File: src/rtl/lcd_spi_streamer.sv
// Streams D/C-tagged LCD bytes from a small FIFO into an SB_SPI hard core through its
// CPU-side register port: SPISR polling, SPITXDR writes and SPICSR chip-select framing.
module lcd_spi_streamer #(
    parameter int          FIFO_DEPTH = 16,
    parameter logic [3:0]  SPI_BASE   = 4'h0,
    parameter int          POLL_MAX   = 1023,
    parameter logic [7:0]  CSR_ON     = 8'hFE,
    parameter logic [7:0]  CSR_OFF    = 8'hFF
) (
    input  logic       clk,
    input  logic       rst,
    input  logic [7:0] s_data,
    input  logic       s_dc,
    input  logic       s_last,
    input  logic       s_valid,
    output logic       s_ready,
    output logic       cs,
    output logic       we,
    output logic [7:0] addr,
    output logic [7:0] din,
    input  logic [7:0] dout,
    input  logic       rdy,
    output logic       lcd_dc,
    output logic       busy,
    output logic       err,
    output logic [3:0] dbg_state
);
    localparam int         AW         = $clog2(FIFO_DEPTH);
    localparam logic [AW:0] DEPTH_C   = FIFO_DEPTH[AW:0];
    localparam logic [AW:0] ONE_C     = 1;
    localparam int         POLL_LIM_I = POLL_MAX - 1;
    localparam logic [9:0] POLL_LIM   = POLL_LIM_I[9:0];
    localparam logic [7:0] ADDR_SR    = {SPI_BASE, 4'hC};
    localparam logic [7:0] ADDR_TXDR  = {SPI_BASE, 4'hD};
    localparam logic [7:0] ADDR_CSR   = {SPI_BASE, 4'hF};

    typedef enum logic [3:0] {
        S_IDLE, S_CS_ON, S_DC_CHK, S_TIP_P, S_TRDY_P, S_TX, S_HOLD, S_END_P, S_CS_OFF
    } state_t;

    state_t      r_state, w_state_nxt;
    logic        r_cs, r_we, r_lcd_dc, r_err;
    logic [7:0]  r_addr, r_din;
    logic [9:0]  r_poll;
    logic        w_cs_nxt, w_we_nxt, w_dc_nxt;
    logic [7:0]  w_addr_nxt, w_din_nxt;
    logic [9:0]  w_poll_nxt;
    logic        w_acc, w_acc_we, w_poll_ok, w_done;
    logic [7:0]  w_acc_addr, w_acc_din;
    logic        w_pop, w_flush, w_err_set;

    // Upstream handshake: a byte is taken on any clock edge where s_valid and s_ready are
    // both high; s_ready depends only on FIFO occupancy, never on s_valid.
    logic [9:0]  r_mem [FIFO_DEPTH];
    logic [AW-1:0] r_wr, r_rd;
    logic [AW:0] r_count;
    logic        w_full, w_empty, w_push;
    logic [9:0]  w_head;
    logic        w_unused;

    assign w_full   = (r_count == DEPTH_C);
    assign w_empty  = (r_count == '0);
    // A push coinciding with a timeout flush is discarded along with the rest of the burst.
    assign w_push   = s_valid & ~w_full & ~w_flush;
    assign w_head   = r_mem[r_rd];
    assign w_done   = r_cs & rdy;
    assign w_unused = ^{dout[6:5], dout[3:0]};

    always_ff @(posedge clk) begin
        if (w_push) r_mem[r_wr] <= {s_last, s_dc, s_data};
    end

    always_ff @(posedge clk) begin
        if (rst) begin
            r_wr    <= '0;
            r_rd    <= '0;
            r_count <= '0;
        end else if (w_flush) begin
            r_rd    <= r_wr;
            r_count <= '0;
        end else begin
            if (w_push) r_wr <= r_wr + 1'b1;
            if (w_pop)  r_rd <= r_rd + 1'b1;
            case ({w_push, w_pop})
                2'b10:   r_count <= r_count + 1'b1;
                2'b01:   r_count <= r_count - 1'b1;
                default: r_count <= r_count;
            endcase
        end
    end

    always_comb begin
        w_state_nxt = r_state;
        w_cs_nxt    = r_cs;
        w_we_nxt    = r_we;
        w_addr_nxt  = r_addr;
        w_din_nxt   = r_din;
        w_dc_nxt    = r_lcd_dc;
        w_poll_nxt  = r_poll;
        w_pop       = 1'b0;
        w_flush     = 1'b0;
        w_err_set   = 1'b0;
        w_acc       = 1'b0;
        w_acc_we    = 1'b0;
        w_acc_addr  = ADDR_SR;
        w_acc_din   = 8'h00;
        w_poll_ok   = 1'b0;
        case (r_state)
            S_IDLE: if (!w_empty) w_state_nxt = S_CS_ON;
            S_CS_ON: begin
                w_acc = 1'b1; w_acc_we = 1'b1; w_acc_addr = ADDR_CSR; w_acc_din = CSR_ON;
                if (w_done) w_state_nxt = S_DC_CHK;
            end
            S_DC_CHK: w_state_nxt = (w_head[8] == r_lcd_dc) ? S_TRDY_P : S_TIP_P;
            S_TIP_P, S_TRDY_P, S_END_P: begin
                w_acc     = 1'b1;
                w_poll_ok = (r_state == S_TRDY_P) ? dout[4] : ~dout[7];
                if (w_done) begin
                    if (w_poll_ok) begin
                        // D/C only moves once the shifter is idle, so no byte sees it change.
                        if (r_state == S_TIP_P) begin
                            w_dc_nxt    = w_head[8];
                            w_state_nxt = S_TRDY_P;
                        end else if (r_state == S_TRDY_P) begin
                            w_state_nxt = S_TX;
                        end else begin
                            w_state_nxt = S_CS_OFF;
                        end
                    end else if (r_poll == POLL_LIM) begin
                        w_err_set   = 1'b1;
                        w_flush     = 1'b1;
                        w_state_nxt = S_CS_OFF;
                    end else begin
                        w_poll_nxt = r_poll + 10'd1;
                    end
                end
            end
            S_TX: begin
                w_acc = 1'b1; w_acc_we = 1'b1; w_acc_addr = ADDR_TXDR; w_acc_din = w_head[7:0];
                if (w_done) begin
                    w_pop = 1'b1;
                    if (w_head[9])              w_state_nxt = S_END_P;
                    else if (r_count > ONE_C)   w_state_nxt = S_DC_CHK;
                    else                        w_state_nxt = S_HOLD;
                end
            end
            S_HOLD: if (!w_empty) w_state_nxt = S_DC_CHK;
            S_CS_OFF: begin
                w_acc = 1'b1; w_acc_we = 1'b1; w_acc_addr = ADDR_CSR; w_acc_din = CSR_OFF;
                if (w_done) w_state_nxt = S_IDLE;
            end
            default: w_state_nxt = S_IDLE;
        endcase
        // Access engine: cs rises only from low, so every access is preceded by a low cycle.
        if (w_acc && !r_cs) begin
            w_cs_nxt   = 1'b1;
            w_we_nxt   = w_acc_we;
            w_addr_nxt = w_acc_addr;
            w_din_nxt  = w_acc_din;
        end else if (w_done) begin
            w_cs_nxt = 1'b0;
        end
        if (w_state_nxt != r_state) w_poll_nxt = '0;
    end

    always_ff @(posedge clk) begin
        if (rst) begin
            r_state  <= S_IDLE;
            r_cs     <= 1'b0;
            r_we     <= 1'b0;
            r_addr   <= 8'h00;
            r_din    <= 8'h00;
            r_lcd_dc <= 1'b0;
            r_poll   <= '0;
            r_err    <= 1'b0;
        end else begin
            r_state  <= w_state_nxt;
            r_cs     <= w_cs_nxt;
            r_we     <= w_we_nxt;
            r_addr   <= w_addr_nxt;
            r_din    <= w_din_nxt;
            r_lcd_dc <= w_dc_nxt;
            r_poll   <= w_poll_nxt;
            r_err    <= r_err | w_err_set;
        end
    end

    assign s_ready   = ~w_full;
    assign cs        = r_cs;
    assign we        = r_we;
    assign addr      = r_addr;
    assign din       = r_din;
    assign lcd_dc    = r_lcd_dc;
    assign err       = r_err;
    assign busy      = ~w_empty | (r_state != S_IDLE);
    assign dbg_state = r_state;
endmodule

File: config.mk
export PLATFORM = sky130hd
export DESIGN_NAME = lcd_spi_streamer
export DESIGN_NICKNAME = d
export VERILOG_FILES = /design/src/rtl/lcd_spi_streamer.sv
export SDC_FILE = /design/constraint.sdc
export NUM_CORES = 1
export LEC_CHECK = 0
export CAP_MARGIN = 20
export CORE_ASPECT_RATIO = 1.75
export CORE_MARGIN = 5
export CORE_UTILIZATION = 53
export CTS_CLUSTER_DIAMETER = 40
export CTS_CLUSTER_SIZE = 30
export DETAILED_ROUTE_END_ITERATION = 10
export PLACE_DENSITY = 0.72
export SLEW_MARGIN = 10
export SYNTH_ARGS = -nofsm -noshare
export SYNTH_HDL_FRONTEND = slang
export SYNTH_SLANG_ARGS = --single-unit
File: constraint.sdc
create_clock -name clk -period 3.4 [get_ports clk]
set_input_delay 0.68 -clock clk [delete_from_list [all_inputs] [get_ports clk]]
set_output_delay 0.68 -clock clk [all_outputs]
set_load 0.005 [all_outputs]
; ---- After elaboration in Yosys (flattened, before gate mapping)
; Memory sizes are Yosys's and may differ from the RTL's. A register that Yosys moved wholly into a read port is not among the register bits.
; Cells that the tools add are included.
[totals]
regBits = 47
latch_bits = 0
ramBits = 160
mem_bits_ro = 0
inputBits = 22
output_inout_bits = 26
wordCells = 94
n_memories = 1
[classes]
n_addsub = 5
n_mul = 0
div_mod_pow = 0
order_cmp = 1
n_eq_ne = 14
shifts = 0
n_mux = 34
n_bitwise = 11
reduce_logical = 17
[mem_list]
columns = memory, words, width, read_ports, rd_ports_with_merged_regs, wr, line
row1 = r_mem, 16, 10, 1, 1, 1, 54  ; logic [9:0] r_mem [FIFO_DEPTH];
[ops]
columns = operator, count
row1 = $mux W4, 14
row2 = $pmux W4 S7, 1
row3 = $pmux W8 S3, 1
row4 = $eq A4 B3 Y1 const B, 4
row5 = $mux W1, 13
row6 = $add A10 B1 Y10 const B, 1
row7 = $eq A10 B10 Y1 const B, 1
row8 = $pmux W5 S2, 1
row9 = $mux W3, 3
row10 = $add A4 B1 Y4 const B, 2
row11 = $eq A4 B2 Y1 const B, 2
row12 = $reduce_and A4 Y1, 2
row13 = $not A1 Y1, 6
row14 = $reduce_bool A2 Y1, 3
row15 = $reduce_or A2 Y1, 3
row16 = $reduce_or A3 Y1, 2
row17 = $reduce_or A6 Y1, 1
row18 = $add A5 B1 Y5 const B, 1
row19 = $eq A5 B5 Y1 const B, 1
row20 = $gt A5 B1 Y1 const B, 1
row21 = $logic_not A5 Y1, 1
row22 = $sub A5 B1 Y5 const B, 1
row23 = $eq A4 B1 Y1 const B, 1
row24 = $eq A4 B4 Y1 const B, 1
row25 = 12 further kinds, 15

; ---- Longest topological paths before layout
; Gate-level depths: netlist of the first run.
[depth]
word_depth = 9
depth_mapped = 13
mapped_depth_nobuf = 12

; ---- Least setup slack after synthesis of the first run
; No wires, ideal clock.
[synth_timing]
path_kind = reg2reg
startpoint = register r_state[0], in the netlist dbg_state[0]
endpoint = memory r_mem[0][0], enable pin
setup_time_ns = 0.390
arrival_ns = 2.414
t_required_ns = 3.010
setup_slack_ns = 0.597
path_stages_with_launch = 8
path_buffers = 1
period_less_slack_ns = 2.803
cell_sequence = dfxtp_1 > nor4b_2 > mux2i_1 > or4b_1 > and3_1 > buf_6 > nand2_1 > nor3_1
[synth_via]
elab_chain_cells = 9
word_cells_on_any_way = 12
classes_between = 3 x eq/ne / 6 x mux / 2 x bitwise / 1 x reduce/logical
[synth_rtl]
columns = item, line
row1 = from (decl), 41  ; state_t r_state, w_state_nxt;
row2 = from (signal assigned), 177  ; r_state <= w_state_nxt;
row3 = $eq A4 B3 Y1, "108, 117"
row4 = $mux W1, 117  ; w_poll_ok = (r_state == S_TRDY_P) ? dout[4] : ~dout[7];
row5 = $mux W1, 119  ; if (w_poll_ok) begin
row6 = $mux W1, 118  ; if (w_done) begin
row7 = $mux W1 (*), 108  ; case (r_state)
row8 = $not A1 Y1 (no source line) (*), --
row9 = $and A1 B1 Y1 (*), 64  ; assign w_push = s_valid & ~w_full & ~w_flush;
row10 = $mux W1 (*), 70  ; if (w_push) r_mem[r_wr] <= {s_last, s_dc, s_data};
row11 = $mux W1 (implied by the code) (*), 70
row12 = to (decl), 54
; Every way passes the cells marked *; elsewhere a longest branch is shown, timed or not.

; ---- Worst setup path in the final report of the first run
[layout_timing]
startpoint = register r_state[0], in the netlist dbg_state[0]
endpoint = memory r_mem[1][6], enable pin
; The elaborated chain is that of the path after synthesis.

==> results of run 1 <==
-- power groups by stage --
stage               clock [mW]  combinational [mW]  sequential (mW)
global placement             0               0.410             2.85
floorplan                    0               0.220             2.84
CTS                       2.43               0.425             2.80
detailed placement           0               0.421             2.85
finish                    2.38               0.421             2.80
global route              2.53               0.463             2.80
-- final cells by class --
type                       count  area, µm²  share of cell area
clock buffer                  19        475              0.0474
multi-input combinational    308       2680               0.267
sequential                   205       5710               0.569
inverter                      13       48.8             0.00486
timing repair buffer          71        644              0.0642
tap                          189        236              0.0236
clock inverter                14        249              0.0248
-- worst max-delay path, delay by kind of cell, from the launching register on --
kind	cells	cell delay [ns]
buffers and inverters	1	0.31
AOI/OAI and AO/OA	1	0.41
DFF	1	0.44
and+or+nand+nor	5	1.52
-- cells by family after synthesis --
logic type               share of synthesized area
AO/OA/AOI/OAI                               0.0440
flip-flops                                   0.665
adder cells (fa/ha/maj)                     0.0175
multiplexers                                 0.137
buffers and inverters                       0.0245
XOR/XNOR                                    0.0235
AND/OR/NAND/NOR                             0.0885
other                                     0.000437
-- synth_stat cells, types with 2 or more instances --
master    number
edfxtp_1     160
nor2_1        56
dfxtp_1       45
mux4_2        44
nand2_1       30
a21oi_1       20
mux2i_1       17
nor3_1        16
clkbuf_1      14
xnor2_1       14
inv_1         13
ha_1          12
o21ai_0       12
xor2_1         9
nand3_1        8
buf_4          7
a211oi_1       6
buf_2          6
nand4_1        6
nor2b_1        5
buf_1          4
and2_1         3
nand3b_1       3
a21o_1         2
a31oi_1        2
and3_1         2
nand2b_1       2
nand4b_1       2
nor3_2         2
nor4b_1        2
o41ai_1        2
or3_1          2
-- routing by layer --
| layer | track usage | share of wire | vias up |
|---|---|---|---|
| met5 | 0 | 0 | - |
| met4 | 0.0902 | 0.039 | 0 |
| met3 | 0.0319 | 0.040 | 46 |
| met2 | 0.367 | 0.56 | 117 |
| met1 | 0.220 | 0.36 | 2457 |
| li1 | - | - | 2246 |
-- registers in the layout (all words and copies together), names as in the netlist, named ones only --
| name | cells |
|---|---|
| cs | 1 |
| r_count | 5 |
| addr | 3 |
| r_mem | 160 |
| r_poll | 10 |
| dbg_state | 4 |
| lcd_dc | 1 |
| din | 8 |
| r_rd | 4 |
| r_wr | 4 |
| err | 1 |
-- stage by stage --
stage          cells  hold slack (ns)  instance area (µm²)
2_1_floorplan    558            0.442                 8590
3_5_place_dp     783            0.444                 9280
6_report         819            0.451                10000
3_3_place_gp     781            0.434                 9260
5_1_grt          819            0.492                10000
4_1_cts          816            0.457                10000
-- path summary, 6_finish.rpt --
check,from,endpoint,slack [ns]
worst min-delay path,err$_SDFF_PP0_,err$_SDFF_PP0_,0.45
worst max-delay path,dbg_state[0]$_SDFF_PP0_,r_mem[1][6]$_DFFE_PP_,0.42
worst max register to register,dbg_state[0]$_SDFF_PP0_,r_mem[1][6]$_DFFE_PP_,0.42
worst min register to register,err$_SDFF_PP0_,err$_SDFF_PP0_,0.45
-- cell usage in the layout, fill, tap and decap left out, types with 3 or more instances in the layout --
master / n
and2_1: 3
conb_1: 4
nor3_1: 16
nand2_1: 30
dfxtp_1: 43
buf_4: 29
nand3_1: 8
o21ai_0: 12
edfxtp_1: 160
nand4_1: 6
nor2_1: 56
ha_1: 12
inv_12: 5
clkdlybuf4s50_1: 37
buf_6: 5
xor2_1: 9
clkbuf_16: 19
inv_1: 13
inv_16: 3
nand3b_1: 3
a21oi_1: 20
nor2b_1: 5
a211oi_1: 6
mux2i_1: 17
xnor2_1: 14
mux4_2: 44
==> results.toml, run 1 <==
[run_status]
status = "complete, no violations"

[global_routing]
grt-ovfl-total = 0
grt_max_degree = 27
grt_pass1_wl_mm = 28.4
antenna_found_initial = 0
gr-usage-all-layers = 0.198
grt_pass1_vias = 5202

[synth]
synth_area_um2 = 8580
synth_cell_types = 59
avgSynthCellArea_um2 = 15.5
synthDominantCellAreaShare = 0.560
yosys.area.top_type = "edfxtp_1"
synth_seq_cells = 205
synth_edf_count = 160
async_reset_ff_frac = 0
synth_cells = 555
yosysWarnings = 0
ys.flop_type = "edfxtp_1"
synth_area_leaders = "edfxtp_1, mux4_2, dfxtp_1"
ys_seq_area_frac = 0.665

[clock_tree]
cts_tree = "yes"
clock_latency_ns = 0.49
cts_max_level = 1
path_clk_slew_ns = 0.08
root_buffer = "clkbuf_16"
ctsResizeCount = 0
numCtsBuffers = 19
hold_buffers = 0
numClockSinks = 205
clk_path_buf_depth = 3
postCtsSetupRepairBufs = 0

[timing]
slew_violations = 0
setup_tns_ns = 0
relSlewSlack = 0.243
setup_ws_ns = 0.424
max_freq_ghz = 0.336
period_share = 0.875
timing_hold_violations_final = 0
finalSetupViolCount = 0
worst_pin_slew_ns = 1.13
rsz0062_at_grt = "no"
final.min_clock_period_ns = 2.98
fin_skew_ns = 0.0173

[worst_setup_path]
critPathKind = "reg -> reg"
crit_fanout = 7
crit_chain = "nor2_1 -> a21oi_1 -> or4b_1 -> and3_1 -> nand2_1 -> nor3_1 -> buf_4"
endpoint_kind = "register"
crit_slowest_cell = "nor3_1"
cpPeakStageDelay_ns = 0.69
worstPathArrival_ns = 3.17
reg2regPathDepth = 7
required_ns = 3.60
start_kind = "register"

[pwr]
clockPowerShare = 0.425
seqPwrFrac = 0.500
peakVddDrop_mv = 0.499
fin_total_pwr_mw = 5.60
internal_power_mw = 4.19
swShare = 0.252
p_per_area_nw_per_um2 = 558
combPwrFrac = 0.075
leakagePower_nw = 3.21
p_sw_mw = 1.41

[finish]
layout-drive-gt1-share = 0.197
area_delta_synth_final_pct = 17.0
layout.nets = 652
nFillCells = 1147
antenna_cells = 0
final_util = 0.632

[routing]
avgRoutedWirePerCell_um = 22.0
drt_iter0_markers = 389
routed_wirelength_mm = 18.0
avgViaCountPerCell = 5.94
drc_errors = 0
postRouteAntennaNets = 0
first_pass_iters = 4
vias = 4866

[place]
portBuffers = 37
hpwlAfterDp_mm = 12.3
place_congestion = 0.851
pre_cts_slack_ns = 0.000185

[run]
drv_cap = 0

[floorplanning]
rows = 61
initial_core_util = 0.541
die_y_um = 178
die_area_um2 = 18900
core_area_um2 = 15900
io_pins = 48
die_w_um = 106

[min_path]
hold_path.class = "reg -> reg"
hold_path_depth = 2
Power figures use the tool's default switching activity.
==> run 2: changes to the inputs <==
PLACE_DENSITY = default   (was 0.72)
PLACE_DENSITY_LB_ADDON = 0.15   (was default)
TNS_END_PERCENT = 5   (was default)
clock period = 2.7 ns   (was 3.4 ns; I/O delays follow)
==> run 2 against run 1 <==
  * Setup slack worse by 0.30 ns
  * Cell count is 5.3% higher
  * First-iteration DRC count is 32% lower
  * Non-clock buffer count is 42 higher
  * Global-route usage is 0.65 points higher
  * Sequential power is 26% higher
  * Combinational power is 41% higher
  * Cell area is 4.2% higher
  * Critical path type is now reg -> out
  * Critical endpoint is now busy
  * Largest cell class unchanged
==> results.toml, run 2 (same netlist as run 1, synthesis figures left out) <==
[worst_setup_path]
worst_path_dominant_cell_family = "buffers and inverters"
worstPathArrival_ns = 2.04
crit_slowest_cell = "clkdlybuf4s50_1"
cpPeakStageDelay_ns = 0.50
crit_fanout = 4
critPathKind = "reg -> out"
crit_chain = "inv_2 -> ha_2 -> nor4b_2 -> buf_4 -> nand3_1 -> clkdlybuf4s50_1"
required_ns = 2.16
endpoint_kind = "primary output"
crit_buf_inv = 3
start_kind = "register"

[floorplanning]
io_pins = 48
die_area_um2 = 18900
die_y_um = 178
rows = 61
core_area_um2 = 15900
die_w_um = 106
initial_core_util = 0.541

[clock_tree]
postCtsSetupRepairBufs = 0
clk_path_buf_depth = 3
root_buffer = "clkbuf_16"
numCtsBuffers = 19
cts_tree = "yes"
clock_latency_ns = 0.49
hold_buffers = 0
path_clk_slew_ns = 0.07
numClockSinks = 205
cts_max_level = 1

[pwr]
internal_power_mw = 5.21
peakVddDrop_mv = 0.743
seqPwrFrac = 0.518
clockPowerShare = 0.395
leakagePower_nw = 3.42
combPwrFrac = 0.088
p_per_area_nw_per_um2 = 650
p_sw_mw = 1.58
swShare = 0.233

[routing]
routed_wirelength_mm = 18.7
drc_errors = 0
first_pass_iters = 4
avgViaCountPerCell = 5.83
avgRoutedWirePerCell_um = 21.7
drt_iter0_markers = 263
postRouteAntennaNets = 0
vias = 5025

[timing]
slew_violations = 0
setup_tns_ns = 0
rsz0062_at_grt = "no"
finalSetupViolCount = 0
relSlewSlack = 0.403
fin_skew_ns = 0.0185
setup_ws_ns = 0.119
period_share = 0.956
final.min_clock_period_ns = 2.58
worst_pin_slew_ns = 0.891
max_freq_ghz = 0.388
timing_hold_violations_final = 0
holdWs_ns = 0.449

[global_routing]
antenna_found_initial = 0
busiest_layer = "met2"
met1_usage = 0.220
grt_pass1_wl_mm = 29.1
met2_usage = 0.396
grtUsageMet3 = 0.0326
gr-usage-all-layers = 0.204
grt_max_degree = 21
grt-ovfl-total = 0
grt_pass1_vias = 5213

[place]
portBuffers = 37
hpwlAfterDp_mm = 13.5
place_congestion = 0.895
pre_cts_slack_ns = -0.375

[finish]
top_register = "r_mem"
layout-drive-gt1-share = 0.264
largest_register_ff_count = 160
antenna_cells = 0
final_cell_mix = "edfxtp_1, buf_4, nor2_1, mux4_2, dfxtp_1"
layout.nets = 694
area_delta_synth_final_pct = 21.9
final_common_cell = "edfxtp_1"

[run_status]
status = "complete, no violations"

[min_path]
hold_path.class = "reg -> reg"

[run]
drv_cap = 0
[run 2: cell count changes in the layout (fill, tap and decap cells not counted), moves of 2 or more]
| cell | previous run | this run |
|---|---|---|
| clkinv_8 | 1 | 3 |
| nor3_1 | 16 | 13 |
| buf_4 | 29 | 65 |
| clkinv_1 | 0 | 2 |
| nor2_1 | 56 | 53 |
| inv_16 | 3 | 0 |
| inv_12 | 5 | 1 |
| ha_1 | 12 | 10 |
| buf_12 | 0 | 11 |
| buf_6 | 5 | 0 |
| nor3_4 | 0 | 2 |
| clkinvlp_4 | 0 | 4 |
| nor2_2 | 0 | 3 |
[run 2: layout make-up]
class	instances	area [µm²]
Sequential cell	205	5710
Fill cell	1142	5410
Multi-Input combinational cell	308	2750
Timing Repair Buffer	113	1080
Clock buffer	20	479
Tap cell	189	236
Clock inverter	14	164
Inverter	13	48.8
[run 2: tightest hold or removal path: stages (launching register included)]
cell and delay, ns:
dfxtp_1 0.31, inv_1 0.05, a21oi_1 0.05
[run 2: worst paths after layout]
kind                      startpoint  slack (ns)                     end  depth (start not counted)
max reg2reg  dbg_state[3]$_SDFF_PP0_        0.14  r_mem[15][9]$_DFFE_PP_                          9
min                   err$_SDFF_PP0_        0.45          err$_SDFF_PP0_                          2
min reg2reg           err$_SDFF_PP0_        0.45          err$_SDFF_PP0_                          2
max          r_count[1]$_SDFFE_PP0P_        0.12                    busy                          6
[run 2: stage by stage]
stage	area [µm²]	cells	util	power (mW)
2_1_floorplan	8600	558	-	3.86
3_3_place_gp	9760	828	0.615	4.17
3_5_place_dp	9760	828	0.615	4.18
4_1_cts	10400	862	0.656	6.86
5_1_grt	10500	862	0.659	7.06
6_report	10500	862	0.659	6.80
[run 2: repair_timing]
item,in CTS,in global routing
resized for setup,3,11
pin swaps,0,1
setup endpoints to repair,24,50
[run 2: power by group through the flow]
stage | logic, mW | clock network (mW) | registers, mW
final | 0.595 | 2.68 | 3.52
after global routing | 0.647 | 2.89 | 3.53
after detailed placement | 0.593 | 0 | 3.59
after floorplan | 0.278 | 0 | 3.58
after global placement | 0.580 | 0 | 3.59
after CTS | 0.597 | 2.74 | 3.52
[run 2: metal layers]
metal	wire, µm	vias up	share of wire
met4	595	0	0.032
met2	10800	130	0.57
li1	-	2327	-
met3	863	43	0.046
met5	0	-	0
met1	6500	2525	0.35
==> run 3: changes to the inputs <==
PLACE_DENSITY = 0.75   (was default)
PLACE_DENSITY_LB_ADDON = default   (was 0.15)
==> run 3 against run 2 <==
  * Flip-flop and latch count unchanged
  * Clock-buffer cell count shrank 3
  * Total power is 2.1% lower
  * Die area is the same
  * Fmax shrank 0.12%
  * First-iteration DRC count rose by 20%
  * Clock skew grew 0.0033 ns
  * Combinational power shrank 1%
  * Register-to-register slack worse by 0.02 ns
  * Cell area fell by 2.2%
  * Critical endpoint is now r_count[3]$_SDFFE_PP0P_
==> results.toml, run 3 (same netlist as run 1, synthesis figures left out) <==
[run_status]
status = "complete, no violations"

[place]
dp_cells = 816
place_congestion = 0.892
hpwlAfterDp_mm = 13.5
portBuffers = 37

[global_routing]
grt_max_degree = 23
grt-ovfl-total = 0
gr-usage-all-layers = 0.209
grt_pass1_wl_mm = 29.9
grt_pass1_vias = 5360
antenna_found_initial = 0

[clock_tree]
numCtsBuffers = 17
root_buffer = "clkbuf_16"
cts_tree = "yes"
clk_path_buf_depth = 3
postCtsSetupRepairBufs = 0
path_clk_slew_ns = 0.08
cts_max_level = 1
clock_latency_ns = 0.49
numClockSinks = 205

[worst_setup_path]
start_kind = "register"
rr_endpoint = "r_count[3]$_SDFFE_PP0P_"
crit_buf_inv = 1
rrSetupSlack_ns = 0.12
crit_slowest_cell = "or4b_1"
worstPathArrival_ns = 2.96
worst_path_dominant_cell_family = "simple AND/OR/NAND/NOR gates"
reg2regPathDepth = 10
critPathKind = "reg -> reg"
required_ns = 3.07
endpoint_kind = "register"
cpPeakStageDelay_ns = 0.49
worstReg2RegStart = "r_poll[3]$_SDFFE_PP0P_"
crit_chain = "nand4_1 -> nor3_2 -> or4b_1 -> and3_1 -> inv_1 -> ha_2 -> nand3b_1 -> a21oi_1 -> xnor2_1 -> nor2_1"
critical_path.startpoint = "r_poll[3]$_SDFFE_PP0P_"
crit_fanout = 6

[pwr]
peakVddDrop_mv = 0.577
clockPowerShare = 0.383
swShare = 0.228
combPwrFrac = 0.088
p_sw_mw = 1.52
internal_power_mw = 5.13
leakagePower_nw = 3.31
p_per_area_nw_per_um2 = 651
seqPwrFrac = 0.529

[routing]
first_pass_iters = 4
avgViaCountPerCell = 5.91
drt_iter0_markers = 315
avgRoutedWirePerCell_um = 22.7
postRouteAntennaNets = 0
drc_errors = 0
vias = 4995
routed_wirelength_mm = 19.1

[finish]
nFillCells = 1150
layout.nets = 680
largest_register_ff_count = 160
area_delta_synth_final_pct = 19.2
final_common_cell = "edfxtp_1"
antenna_cells = 0
stdcell_count = 845
final_cell_mix = "edfxtp_1, buf_4, nor2_1, mux4_2, dfxtp_1"
final_util = 0.644
top_register = "r_mem"
layout-drive-gt1-share = 0.239

[timing]
worst_pin_slew_ns = 0.660
fin_skew_ns = 0.0218
final.min_clock_period_ns = 2.58
timing_hold_violations_final = 0
rsz0062_at_grt = "yes"
finalSetupViolCount = 0
relSlewSlack = 0.560
setup_tns_ns = 0
period_share = 0.957
max_freq_ghz = 0.387
slew_violations = 0

[min_path]
hold_start = "err$_SDFF_PP0_"
holdPathEnd = "err$_SDFF_PP0_"
hold_path.class = "reg -> reg"
hold_path_depth = 2

[floorplanning]
die_w_um = 106
io_pins = 48
core_area_um2 = 15900
initial_core_util = 0.541
rows = 61
die_y_um = 178
die_area_um2 = 18900

[run]
drv_cap = 0
run 3: stage by stage:
stage | worst slack [ns] | hold WS (ns) | cell area (µm²) | power (mW)
6_report | 0.116 | 0.460 | 10200 | 6.65
5_1_grt | -0.00809 | 0.482 | 10200 | 6.90
4_1_cts | -0.00995 | 0.464 | 10200 | 6.71
3_5_place_dp | -0.335 | 0.451 | 9590 | 4.16
3_3_place_gp | -0.310 | 0.437 | 9590 | 4.14
2_1_floorplan | -0.102 | 0.442 | 8600 | 3.86
run 3: tightest hold or removal path, stage by stage (launching register included):
cell and delay, ns:
dfxtp_1 0.32, inv_1 0.05, a21oi_1 0.05
run 3: worst max path at each step:
stage,to,slack (ns),cells past startpoint
floorplan,r_mem[1][0]$_DFFE_PP_,-0.10,7
global placement,r_mem[7][3]$_DFFE_PP_,-0.31,7
detailed placement,r_mem[7][0]$_DFFE_PP_,-0.34,7
CTS,busy,-0.01,6
global route,r_count[3]$_SDFFE_PP0P_,-0.008,10
finish,r_count[3]$_SDFFE_PP0P_,0.12,10
run 3: area by class of cell:
class / instances / area [µm²] / share of cell area
multi-input cells: 308 / 2740 / 0.268
inverters: 13 / 48.8 / 0.00477
clock buffers: 17 / 425 / 0.0416
clock inverters: 12 / 158 / 0.0154
repair buffers: 101 / 913 / 0.0893
flip-flops and latches: 205 / 5710 / 0.558
well taps: 189 / 236 / 0.0231
run 3: what timing repair did:
action,CTS,global route
pin swaps,0,1
hold buffers,0,0
resized for setup,3,8
endpoints found under the setup margin,21,25
run 3: power groups by stage:
stage	Sequential [mW]	Combinational, mW	Clock (mW)
after CTS	3.52	0.581	2.61
after global routing	3.53	0.641	2.73
after detailed placement	3.59	0.568	0
after global placement	3.58	0.556	0
after floorplan	3.58	0.278	0
final	3.52	0.587	2.55
run 3: routing by layer:
layer	global-route usage	vias up	wire (µm)
li1	-	2300	-
met1	0.229	2501	6720
met2	0.397	144	10800
met3	0.0333	50	850
met4	0.0832	0	818
met5	0	-	0
